### src/rtl/flit_serializer.sv
// flit_serializer: takes one parallel packet (head, up to MAX_BODY_FLITS
// bodies, tail) and streams it out one flit per transfer over valid/ready.
module flit_serializer #(
    parameter int unsigned FLIT_WIDTH       = 16,
    parameter int unsigned MAX_BODY_FLITS   = 4,
    parameter int unsigned BODY_COUNT_WIDTH = $clog2(MAX_BODY_FLITS + 1)
) (
    input  logic                        clk,
    input  logic                        rst,
    input  logic                        i_pkt_valid,
    output logic                        o_pkt_ready,
    input  logic [FLIT_WIDTH-1:0]       i_head_flit,
    input  logic [FLIT_WIDTH-1:0]       i_body_flit_1,
    input  logic [FLIT_WIDTH-1:0]       i_body_flit_2,
    input  logic [FLIT_WIDTH-1:0]       i_body_flit_3,
    input  logic [FLIT_WIDTH-1:0]       i_body_flit_4,
    input  logic [BODY_COUNT_WIDTH-1:0] i_body_count,
    input  logic [FLIT_WIDTH-1:0]       i_tail_flit,
    output logic [FLIT_WIDTH-1:0]       o_flit,
    output logic                        o_flit_valid,
    input  logic                        i_flit_ready,
    output logic [1:0]                  o_flit_type,
    output logic                        o_done
);

    typedef enum logic [1:0] {
        IDLE = 2'd0,
        HEAD = 2'd1,
        BODY = 2'd2,
        TAIL = 2'd3
    } state_t;

    localparam logic [1:0] TYPE_NONE = 2'b00;
    localparam logic [1:0] TYPE_HEAD = 2'b01;
    localparam logic [1:0] TYPE_BODY = 2'b10;
    localparam logic [1:0] TYPE_TAIL = 2'b11;
    localparam logic [BODY_COUNT_WIDTH-1:0] COUNT_MAX = BODY_COUNT_WIDTH'(MAX_BODY_FLITS);

    state_t                      r_state;
    logic [BODY_COUNT_WIDTH-1:0] r_idx;
    logic [BODY_COUNT_WIDTH-1:0] r_count;
    logic [FLIT_WIDTH-1:0]       r_body_1;
    logic [FLIT_WIDTH-1:0]       r_body_2;
    logic [FLIT_WIDTH-1:0]       r_body_3;
    logic [FLIT_WIDTH-1:0]       r_body_4;
    logic [FLIT_WIDTH-1:0]       r_tail;

    state_t                      w_state_nxt;
    logic [BODY_COUNT_WIDTH-1:0] w_idx_nxt;
    logic [FLIT_WIDTH-1:0]       w_flit_nxt;
    logic                        w_valid_nxt;
    logic [1:0]                  w_type_nxt;
    logic                        w_done_nxt;
    logic                        w_pkt_accept;
    logic                        w_xfer;
    logic [BODY_COUNT_WIDTH-1:0] w_idx_inc;
    logic [BODY_COUNT_WIDTH-1:0] w_count_clamped;
    logic [FLIT_WIDTH-1:0]       w_body_next;

    assign o_pkt_ready     = (r_state == IDLE);
    assign w_pkt_accept    = i_pkt_valid && (r_state == IDLE);
    assign w_xfer          = o_flit_valid && i_flit_ready;
    assign w_idx_inc       = r_idx + BODY_COUNT_WIDTH'(1);
    assign w_count_clamped = (i_body_count > COUNT_MAX) ? COUNT_MAX : i_body_count;

    // Body flit following the one currently presented at index r_idx.
    always_comb begin
        w_body_next = r_body_4;
        if (r_idx == BODY_COUNT_WIDTH'(0)) begin
            w_body_next = r_body_2;
        end else if (r_idx == BODY_COUNT_WIDTH'(1)) begin
            w_body_next = r_body_3;
        end
    end

    // Capture the packet payload on accept; held until the next accept.
    always_ff @(posedge clk or posedge rst) begin
        if (rst) begin
            r_count  <= '0;
            r_body_1 <= '0;
            r_body_2 <= '0;
            r_body_3 <= '0;
            r_body_4 <= '0;
            r_tail   <= '0;
        end else if (w_pkt_accept) begin
            r_count  <= w_count_clamped;
            r_body_1 <= i_body_flit_1;
            r_body_2 <= i_body_flit_2;
            r_body_3 <= i_body_flit_3;
            r_body_4 <= i_body_flit_4;
            r_tail   <= i_tail_flit;
        end
    end

    // Next state and next registered flit-side outputs.
    always_comb begin
        w_state_nxt = r_state;
        w_idx_nxt   = r_idx;
        w_flit_nxt  = o_flit;
        w_valid_nxt = o_flit_valid;
        w_type_nxt  = o_flit_type;
        w_done_nxt  = 1'b0;
        case (r_state)
            IDLE: begin
                w_flit_nxt  = '0;
                w_valid_nxt = 1'b0;
                w_type_nxt  = TYPE_NONE;
                if (w_pkt_accept) begin
                    w_state_nxt = HEAD;
                    w_idx_nxt   = '0;
                    w_flit_nxt  = i_head_flit;
                    w_valid_nxt = 1'b1;
                    w_type_nxt  = TYPE_HEAD;
                end
            end
            HEAD: begin
                if (w_xfer) begin
                    if (r_count == BODY_COUNT_WIDTH'(0)) begin
                        w_state_nxt = TAIL;
                        w_flit_nxt  = r_tail;
                        w_type_nxt  = TYPE_TAIL;
                    end else begin
                        w_state_nxt = BODY;
                        w_idx_nxt   = '0;
                        w_flit_nxt  = r_body_1;
                        w_type_nxt  = TYPE_BODY;
                    end
                end
            end
            BODY: begin
                if (w_xfer) begin
                    if (w_idx_inc == r_count) begin
                        w_state_nxt = TAIL;
                        w_flit_nxt  = r_tail;
                        w_type_nxt  = TYPE_TAIL;
                    end else begin
                        w_idx_nxt   = w_idx_inc;
                        w_flit_nxt  = w_body_next;
                    end
                end
            end
            TAIL: begin
                if (w_xfer) begin
                    w_state_nxt = IDLE;
                    w_flit_nxt  = '0;
                    w_valid_nxt = 1'b0;
                    w_type_nxt  = TYPE_NONE;
                    w_done_nxt  = 1'b1;
                end
            end
            default: begin
                w_state_nxt = IDLE;
            end
        endcase
    end

    // State and output registers.
    always_ff @(posedge clk or posedge rst) begin
        if (rst) begin
            r_state      <= IDLE;
            r_idx        <= '0;
            o_flit       <= '0;
            o_flit_valid <= 1'b0;
            o_flit_type  <= TYPE_NONE;
            o_done       <= 1'b0;
        end else begin
            r_state      <= w_state_nxt;
            r_idx        <= w_idx_nxt;
            o_flit       <= w_flit_nxt;
            o_flit_valid <= w_valid_nxt;
            o_flit_type  <= w_type_nxt;
            o_done       <= w_done_nxt;
        end
    end

endmodule

### config.mk
export PLATFORM = sky130hd
export DESIGN_NAME = flit_serializer
export DESIGN_NICKNAME = d
export VERILOG_FILES = /design/src/rtl/flit_serializer.sv
export SDC_FILE = /design/constraint.sdc
export NUM_CORES = 1
export LEC_CHECK = 0
export BUFFER_PORTS_ARGS = -buffer_cell sky130_fd_sc_hd__buf_2
export CELL_PAD_IN_SITES_DETAIL_PLACEMENT = 0
export CELL_PAD_IN_SITES_GLOBAL_PLACEMENT = 1
export CORE_MARGIN = 5
export CORE_UTILIZATION = 43
export CTS_BUF_LIST = sky130_fd_sc_hd__clkbuf_16
export DETAILED_ROUTE_END_ITERATION = 12
export GPL_TIMING_DRIVEN = 0
export PLACE_DENSITY_LB_ADDON = 0.2
export SLEW_MARGIN = 20
export SYNTH_ARGS = -nofsm -noshare
export SYNTH_HDL_FRONTEND = slang
export SYNTH_SLANG_ARGS = --single-unit
### constraint.sdc
create_clock -name clk -period 4.3 [get_ports clk]
set_input_delay 0.43 -clock clk [delete_from_list [all_inputs] [get_ports clk]]
set_output_delay 0.43 -clock clk [all_outputs]
set_load 0.01 [all_outputs]
* Word level (Yosys, flattened, before mapping)
Cells that the tools add are included.
** Storage, ports and cells
- Output and inout port bits :: 21
- Register bits after elaboration :: 108
- Bits of input ports :: 103
** Operators by class
- Add/subtract/negate cells :: 1
- Equal/unequal tests :: 12
- Reduce and logical (&&, ||, !) cells :: 12
- Muxes and demuxes :: 30
- Magnitude comparators :: 1
** Operators by type and width (number)
- 16-bit 2-to-1 mux :: 8
- 16-bit one-hot mux with 4 select lines :: 1
- 3-bit 2-to-1 mux :: 6
- 2-bit one-hot mux with 4 select lines :: 2
- 2-bit != test (second input constant) :: 6
- 2-bit 2-to-1 mux :: 5
- 3-bit one-hot mux with 3 select lines :: 1
- 3-bit zero test :: 2
- 1-bit 2-to-1 mux :: 6
- 6-bit AND reduction :: 1
- 5-bit AND reduction :: 1
- 2-bit == test (second input constant) :: 2
- 4-bit AND reduction :: 1
- 3-bit by 1-bit adder with 3-bit output (second input constant) :: 1
- 3-bit by 1-bit == test with 1-bit output (second input constant) :: 1
- 3-bit == test :: 1
- 3-bit greater-than comparator (second input constant) :: 1
- 3-bit AND reduction :: 1
- 3-bit nonzero test :: 1
- 2-bit by 1-bit == test with 1-bit output (second input constant) :: 1
- 1-bit logical AND :: 2
- 2-bit zero test :: 1
- 2-bit by 1-bit != test with 1-bit output (second input constant) :: 1
- 1-bit one-hot mux with 2 select lines :: 1
- 2 further kinds :: 2

* Logic depth before layout (Yosys ltp)
- Depth after elaboration :: 6
- Mapped depth :: 9
- Gate-level depth less buffers :: 6

* Worst setup path before layout
Ideal clock, no wire load.
- Path kind :: register to register
- From :: reg r_idx[0]
- To :: reg r_state[1]
- Data required time :: 4.175 ns
- Library setup time :: 0.125 ns
- Stages on the path, launching flop included :: 7
- Arrival time :: 1.996 ns
- Clock period less this slack :: 2.121 ns
- Setup slack :: 2.179 ns
- Cells stage by stage :: dfrtp_1 > inv_1 > ha_1 > xor2_1 > o31a_1 > or3_4 > mux2_4
** Between the ends
- Word-level cells in the longest chain between the ends :: 4
** Ends and longest elaborated chain
- from (decl) :: line 40 : logic [BODY_COUNT_WIDTH-1:0] r_idx;
- from (signal assigned) :: line 168 : r_idx <= w_idx_nxt;
- 3-bit by 1-bit adder with 3-bit output :: line 63 : assign w_idx_inc = r_idx + BODY_COUNT_WIDTH'(1);
- 3-bit == test :: line 132 : if (w_idx_inc == r_count) begin
- 2-bit != test (no line)
- 5-bit AND reduction (no line)
- to (signal assigned) :: line 167 : r_state <= w_state_nxt;
- to (decl) :: line 39 : state_t r_state;
No other way between the ends.
A chain may end at the register's enable or synchronous reset.

* Final worst setup path
- From :: reg r_idx[0]
- To :: reg o_flit[9]
** Between the ends
- Word-level cells in the longest chain between the ends :: 6
** Ends and longest elaborated chain
- parallel branches: the longest is 3 deep, another holds 3-bit by 1-bit adder with 3-bit output
- 16-bit 2-to-1 mux * :: line 132
- 16-bit 2-to-1 mux * :: line 131 : if (w_xfer) begin
- 16-bit one-hot mux with 4 select lines * :: line 103 : case (r_state)
- to (signal assigned) :: line 169 : o_flit <= w_flit_nxt;
- to (decl) :: line 19 : output logic [FLIT_WIDTH-1:0] o_flit,
Mark *: on every way between the ends. The select of a mux whose other input is x is not followed.

==> impl_metrics.xml <==
<?xml version="1.0" encoding="UTF-8"?>
<metrics>
  <group name="status">
    <metric name="run_status" unit="">completed</metric>
  </group>
  <group name="pwr">
    <metric name="ir_drop" unit="mV">0.2257</metric>
    <metric name="power.share.switching" unit="%">22.21</metric>
    <metric name="power.leakage" unit="nW">3.232</metric>
    <metric name="p_per_area" unit="nW/um^2">307.8</metric>
    <metric name="fin_total_pwr" unit="W">0.001943</metric>
    <metric name="switchingPower" unit="W">0.0004316</metric>
    <metric name="p_comb_share" unit="%">3.9</metric>
    <metric name="share_seq_of_total_power" unit="%">52.2</metric>
    <metric name="power_frac_clock" unit="%">43.9</metric>
    <metric name="internal_power" unit="W">0.001511</metric>
  </group>
  <group name="clocking">
    <metric name="insertion_delay" unit="ns">0.36</metric>
    <metric name="cts.sinks" unit="">108</metric>
    <metric name="post_cts.repair.setup_buffers" unit="">0</metric>
    <metric name="clock_pin_slew_of_the_registers_on_the_worst_case_setup_and_hold_paths" unit="ns">0.07</metric>
    <metric name="cts_repair_resize_count" unit="">0</metric>
    <metric name="cts.path.max_buffers" unit="">2</metric>
    <metric name="htree_num_levels" unit="">3</metric>
    <metric name="cts_hold_buf" unit="">0</metric>
    <metric name="cts_tree" unit="">yes</metric>
    <metric name="number_of_buffers_added_by_the_clock_tree_synthesis_step" unit="">9</metric>
    <metric name="clk_root_buffer_cell" unit="">sky130_fd_sc_hd__clkbuf_16</metric>
  </group>
  <group name="sta">
    <metric name="report.final.setup_viol" unit="">0</metric>
    <metric name="maxSlewHeadroom" unit="%">51.43</metric>
    <metric name="report.final.hold_viol_count" unit="">0</metric>
    <metric name="clock-skew-final" unit="ns">0.008639</metric>
    <metric name="timing_max_transition_violations_final" unit="">0</metric>
    <metric name="fin_crit" unit="ns">2.711</metric>
    <metric name="period_utilization_post_route" unit="%">63.04</metric>
    <metric name="final.hold.worst_slack" unit="ns">0.07371</metric>
    <metric name="achievable-frequency" unit="MHz">368.9</metric>
    <metric name="setup_repair_after_global_routing_missed_its_margin" unit="">no</metric>
    <metric name="tightest_slew" unit="ns">0.7224</metric>
  </group>
  <group name="floorplan">
    <metric name="fp.dieW" unit="um">119.7</metric>
    <metric name="fp.coreArea" unit="um^2">11910</metric>
    <metric name="fp.dieH" unit="um">119.7</metric>
    <metric name="ios" unit="">124</metric>
    <metric name="start_util" unit="%">43.46</metric>
    <metric name="dieArea" unit="um^2">14330</metric>
    <metric name="fp-row-count" unit="">40</metric>
  </group>
  <group name="global_route">
    <metric name="global_route.usage.total" unit="%">19.52</metric>
    <metric name="grt_max_degree" unit="">68</metric>
    <metric name="globalRouteOverflowTotal" unit="">0</metric>
    <metric name="global_route_wire_length_before_repair" unit="um">21540</metric>
    <metric name="number_of_antenna_violations_at_the_first_check_in_global_routing" unit="">0</metric>
    <metric name="number_of_global_route_vias_before_repair" unit="">4042</metric>
  </group>
  <group name="yosys">
    <metric name="synth_nets" unit="">525</metric>
    <metric name="synthesis.area_per_instance" unit="um^2">12.50</metric>
    <metric name="synth.top_cell.area_share" unit="%">52.21</metric>
    <metric name="post_synth_most_frequent_cells" unit="">sky130_fd_sc_hd__dfrtp_1 (108), sky130_fd_sc_hd__mux2_2 (84), sky130_fd_sc_hd__nand2_1 (38)</metric>
    <metric name="synthArstFlopShare" unit="%">100.0</metric>
    <metric name="synth_top_cell_by_area" unit="">sky130_fd_sc_hd__dfrtp_1</metric>
    <metric name="netlist_area" unit="um^2">5176</metric>
    <metric name="postSynthCellCount" unit="">414</metric>
    <metric name="edff_count_synth" unit="">0</metric>
    <metric name="synth_flop_cell" unit="">sky130_fd_sc_hd__dfrtp_1</metric>
    <metric name="yosys_warning_count" unit="">0</metric>
    <metric name="synth.distinct_cells" unit="">43</metric>
    <metric name="synth_seq_cells" unit="">108</metric>
    <metric name="most_frequent_cell_after_synthesis" unit="">sky130_fd_sc_hd__dfrtp_1</metric>
    <metric name="share_of_the_yosys_chip_area_belonging_to_registers" unit="%">52.21</metric>
    <metric name="synthTopCellsByArea" unit="">sky130_fd_sc_hd__dfrtp_1 (52%), sky130_fd_sc_hd__mux2_2 (18%), sky130_fd_sc_hd__o22ai_1 (4.0%), sky130_fd_sc_hd__mux2i_1 (3.3%), sky130_fd_sc_hd__o32a_1 (2.9%)</metric>
  </group>
  <group name="finish">
    <metric name="fraction_of_layout_cells_with_a_size_suffix_above_1" unit="%">42.42</metric>
    <metric name="areaGrowthSynthToFinish" unit="%">21.95</metric>
    <metric name="inserted_diodes" unit="">0</metric>
    <metric name="utilization" unit="%">52.99</metric>
    <metric name="layout.nets" unit="">660</metric>
    <metric name="layout.filler_cells" unit="">1085</metric>
    <metric name="layoutNonFillerInstCount" unit="">701</metric>
  </group>
  <group name="critical_path">
    <metric name="crit_path_max_incr_delay" unit="ns">0.51</metric>
    <metric name="cpMaxStageDelayCell" unit="">sky130_fd_sc_hd__a211oi_1</metric>
    <metric name="worst-path-max-fanout" unit="">10</metric>
    <metric name="worstPathCellList" unit="">ha_1 &gt; clkbuf_1 &gt; nand2b_1 &gt; clkbuf_1 &gt; clkbuf_1 &gt; o22ai_1 &gt; a211oi_1 &gt; o32a_1</metric>
    <metric name="worstSetupEndpointType" unit="">flip-flop</metric>
    <metric name="worst-setup-path-type" unit="">flip-flop to flip-flop</metric>
    <metric name="setup.worst_path.start_class" unit="">flip-flop</metric>
    <metric name="path_common_cell" unit="">sky130_fd_sc_hd__clkbuf_1</metric>
    <metric name="worstPathRequired" unit="ns">4.60</metric>
    <metric name="worstRegToRegCells" unit="">8</metric>
    <metric name="worst-endpoint-arrival" unit="ns">3.01</metric>
  </group>
  <group name="placed_design">
    <metric name="dp.final_hpwl" unit="um">10100</metric>
    <metric name="gp_congestion" unit="">0.8411</metric>
    <metric name="dpl.cell_count" unit="">685</metric>
    <metric name="buffer_ports.inserted" unit="">123</metric>
  </group>
  <group name="detailed_routing">
    <metric name="post_drt_via_cell_ratio" unit="">5.563</metric>
    <metric name="detail-route-antenna-nets" unit="">0</metric>
    <metric name="routed_wirelength" unit="um">13560</metric>
    <metric name="post_drt_wl_per_cell" unit="um">19.35</metric>
    <metric name="drt_pre_antenna_iters" unit="">6</metric>
    <metric name="drt_iter0_markers" unit="">263</metric>
    <metric name="drc" unit="">0</metric>
    <metric name="routed-via-count" unit="">3900</metric>
  </group>
  <group name="run">
    <metric name="max_capacitance_violation_total" unit="">0</metric>
  </group>
  <group name="hold_path">
    <metric name="hp-class" unit="">input pin to async pin</metric>
  </group>
</metrics>
placed cells by master (no fill, tap or decap), types with 2 or more instances in the layout:
cell type                     n
sky130_fd_sc_hd__a31oi_1      2
sky130_fd_sc_hd__o31ai_1      2
sky130_fd_sc_hd__mux2i_1     17
sky130_fd_sc_hd__o21ai_0      4
sky130_fd_sc_hd__o2bb2ai_1   15
sky130_fd_sc_hd__clkbuf_1    19
sky130_fd_sc_hd__a211oi_1    15
sky130_fd_sc_hd__inv_1        7
sky130_fd_sc_hd__nand2_1     38
sky130_fd_sc_hd__buf_2      126
sky130_fd_sc_hd__o22ai_1     33
sky130_fd_sc_hd__nand2b_1     6
sky130_fd_sc_hd__o31a_1       2
sky130_fd_sc_hd__mux2_2      84
sky130_fd_sc_hd__nor2_1       4
sky130_fd_sc_hd__ha_1         8
sky130_fd_sc_hd__o211ai_1     2
sky130_fd_sc_hd__buf_1        4
sky130_fd_sc_hd__and3_1       3
sky130_fd_sc_hd__clkbuf_16    9
sky130_fd_sc_hd__inv_6        5
sky130_fd_sc_hd__dfrtp_1    108
sky130_fd_sc_hd__o32a_1      15
path summary, 6_finish.rpt:
kind	slack [ns]	from	end
min in group clk	0.30	i_tail_flit[1]	r_tail[1]$_DFFE_PP0N_
worst min-delay path	0.07	rst	r_body_3[11]$_DFFE_PP0N_
worst min register to register	0.50	o_flit[10]$_DFFE_PP0P_	o_flit[10]$_DFFE_PP0P_
worst max-delay path	1.59	r_idx[0]$_DFFE_PP0P_	o_flit[9]$_DFFE_PP0P_
max in group asynchronous	3.56	rst	r_body_1[5]$_DFFE_PP0N_
worst max register to register	1.59	r_idx[0]$_DFFE_PP0P_	o_flit[9]$_DFFE_PP0P_
flip-flops by register name, summed over array words and instances, names as in the netlist:
name          flops
r_body_4         16
r_idx             3
o_flit_valid      1
o_flit           16
r_body_3         16
r_state           2
o_flit_type       2
r_count           3
r_tail           16
o_done            1
r_body_2         16
r_body_1         16
worst max-delay path, delay by kind of cell (launching register included):
family	cells	cell delay, ns
buffers and inverters	3	0.98
AND/OR/NAND/NOR	1	0.11
adder cells (fa/ha/maj)	1	0.21
flip-flops	1	0.42
AO/OA/AOI/OAI	3	0.92
stage by stage:
stage / setup slack, ns / TNS, ns / instance area [um^2]
after floorplan: 1.024 / 0 / 5176
after global placement: -0.2936 / -30.64 / 5976
after detailed placement: 1.646 / 0 / 6008
after CTS: 1.644 / 0 / 6312
after global routing: 1.451 / 0 / 6312
final: 1.589 / 0 / 6312
cell type report:
cell class	instances	area (um^2)	share of cell area, %
multi-input combinational	270	2327	36.87
clock buffer	9	225.2	3.568
buffer	27	112.6	1.784
sequential	108	2703	42.81
timing repair buffer	124	643.1	10.19
clock inverter	7	78.83	1.249
tap	147	183.9	2.914
inverter	9	38.79	0.6145
cells by family after synthesis:
group,share of synthesized area [%]
adder cells (fa/ha/maj),1.934
AO/OA/AOI/OAI,15.25
XOR/XNOR,0.8218
AND/OR/NAND/NOR,5.100
flip-flops,52.21
buffers and inverters,2.828
multiplexers,21.85
power by group through the flow:
stage          sequential [W]  clock [W]  combinational [W]
3_5_place_dp          0.00103          0          0.0000772
2_1_floorplan         0.00104          0          0.0000164
6_report              0.00101   0.000853          0.0000751
5_1_grt               0.00101   0.000925          0.0000841
3_3_place_gp          0.00104          0          0.0000726
4_1_cts               0.00101   0.000880          0.0000774
per-layer routing:
metal,vias up,track usage (%),part of all wire [%]
met5,-,0,0
li1,1831,-,-
met1,1925,27.39,46
met4,0,4.510,0.94
met3,12,6.221,6.9
met2,132,29.63,46
Note: power is estimated with default switching activity, not from simulation.
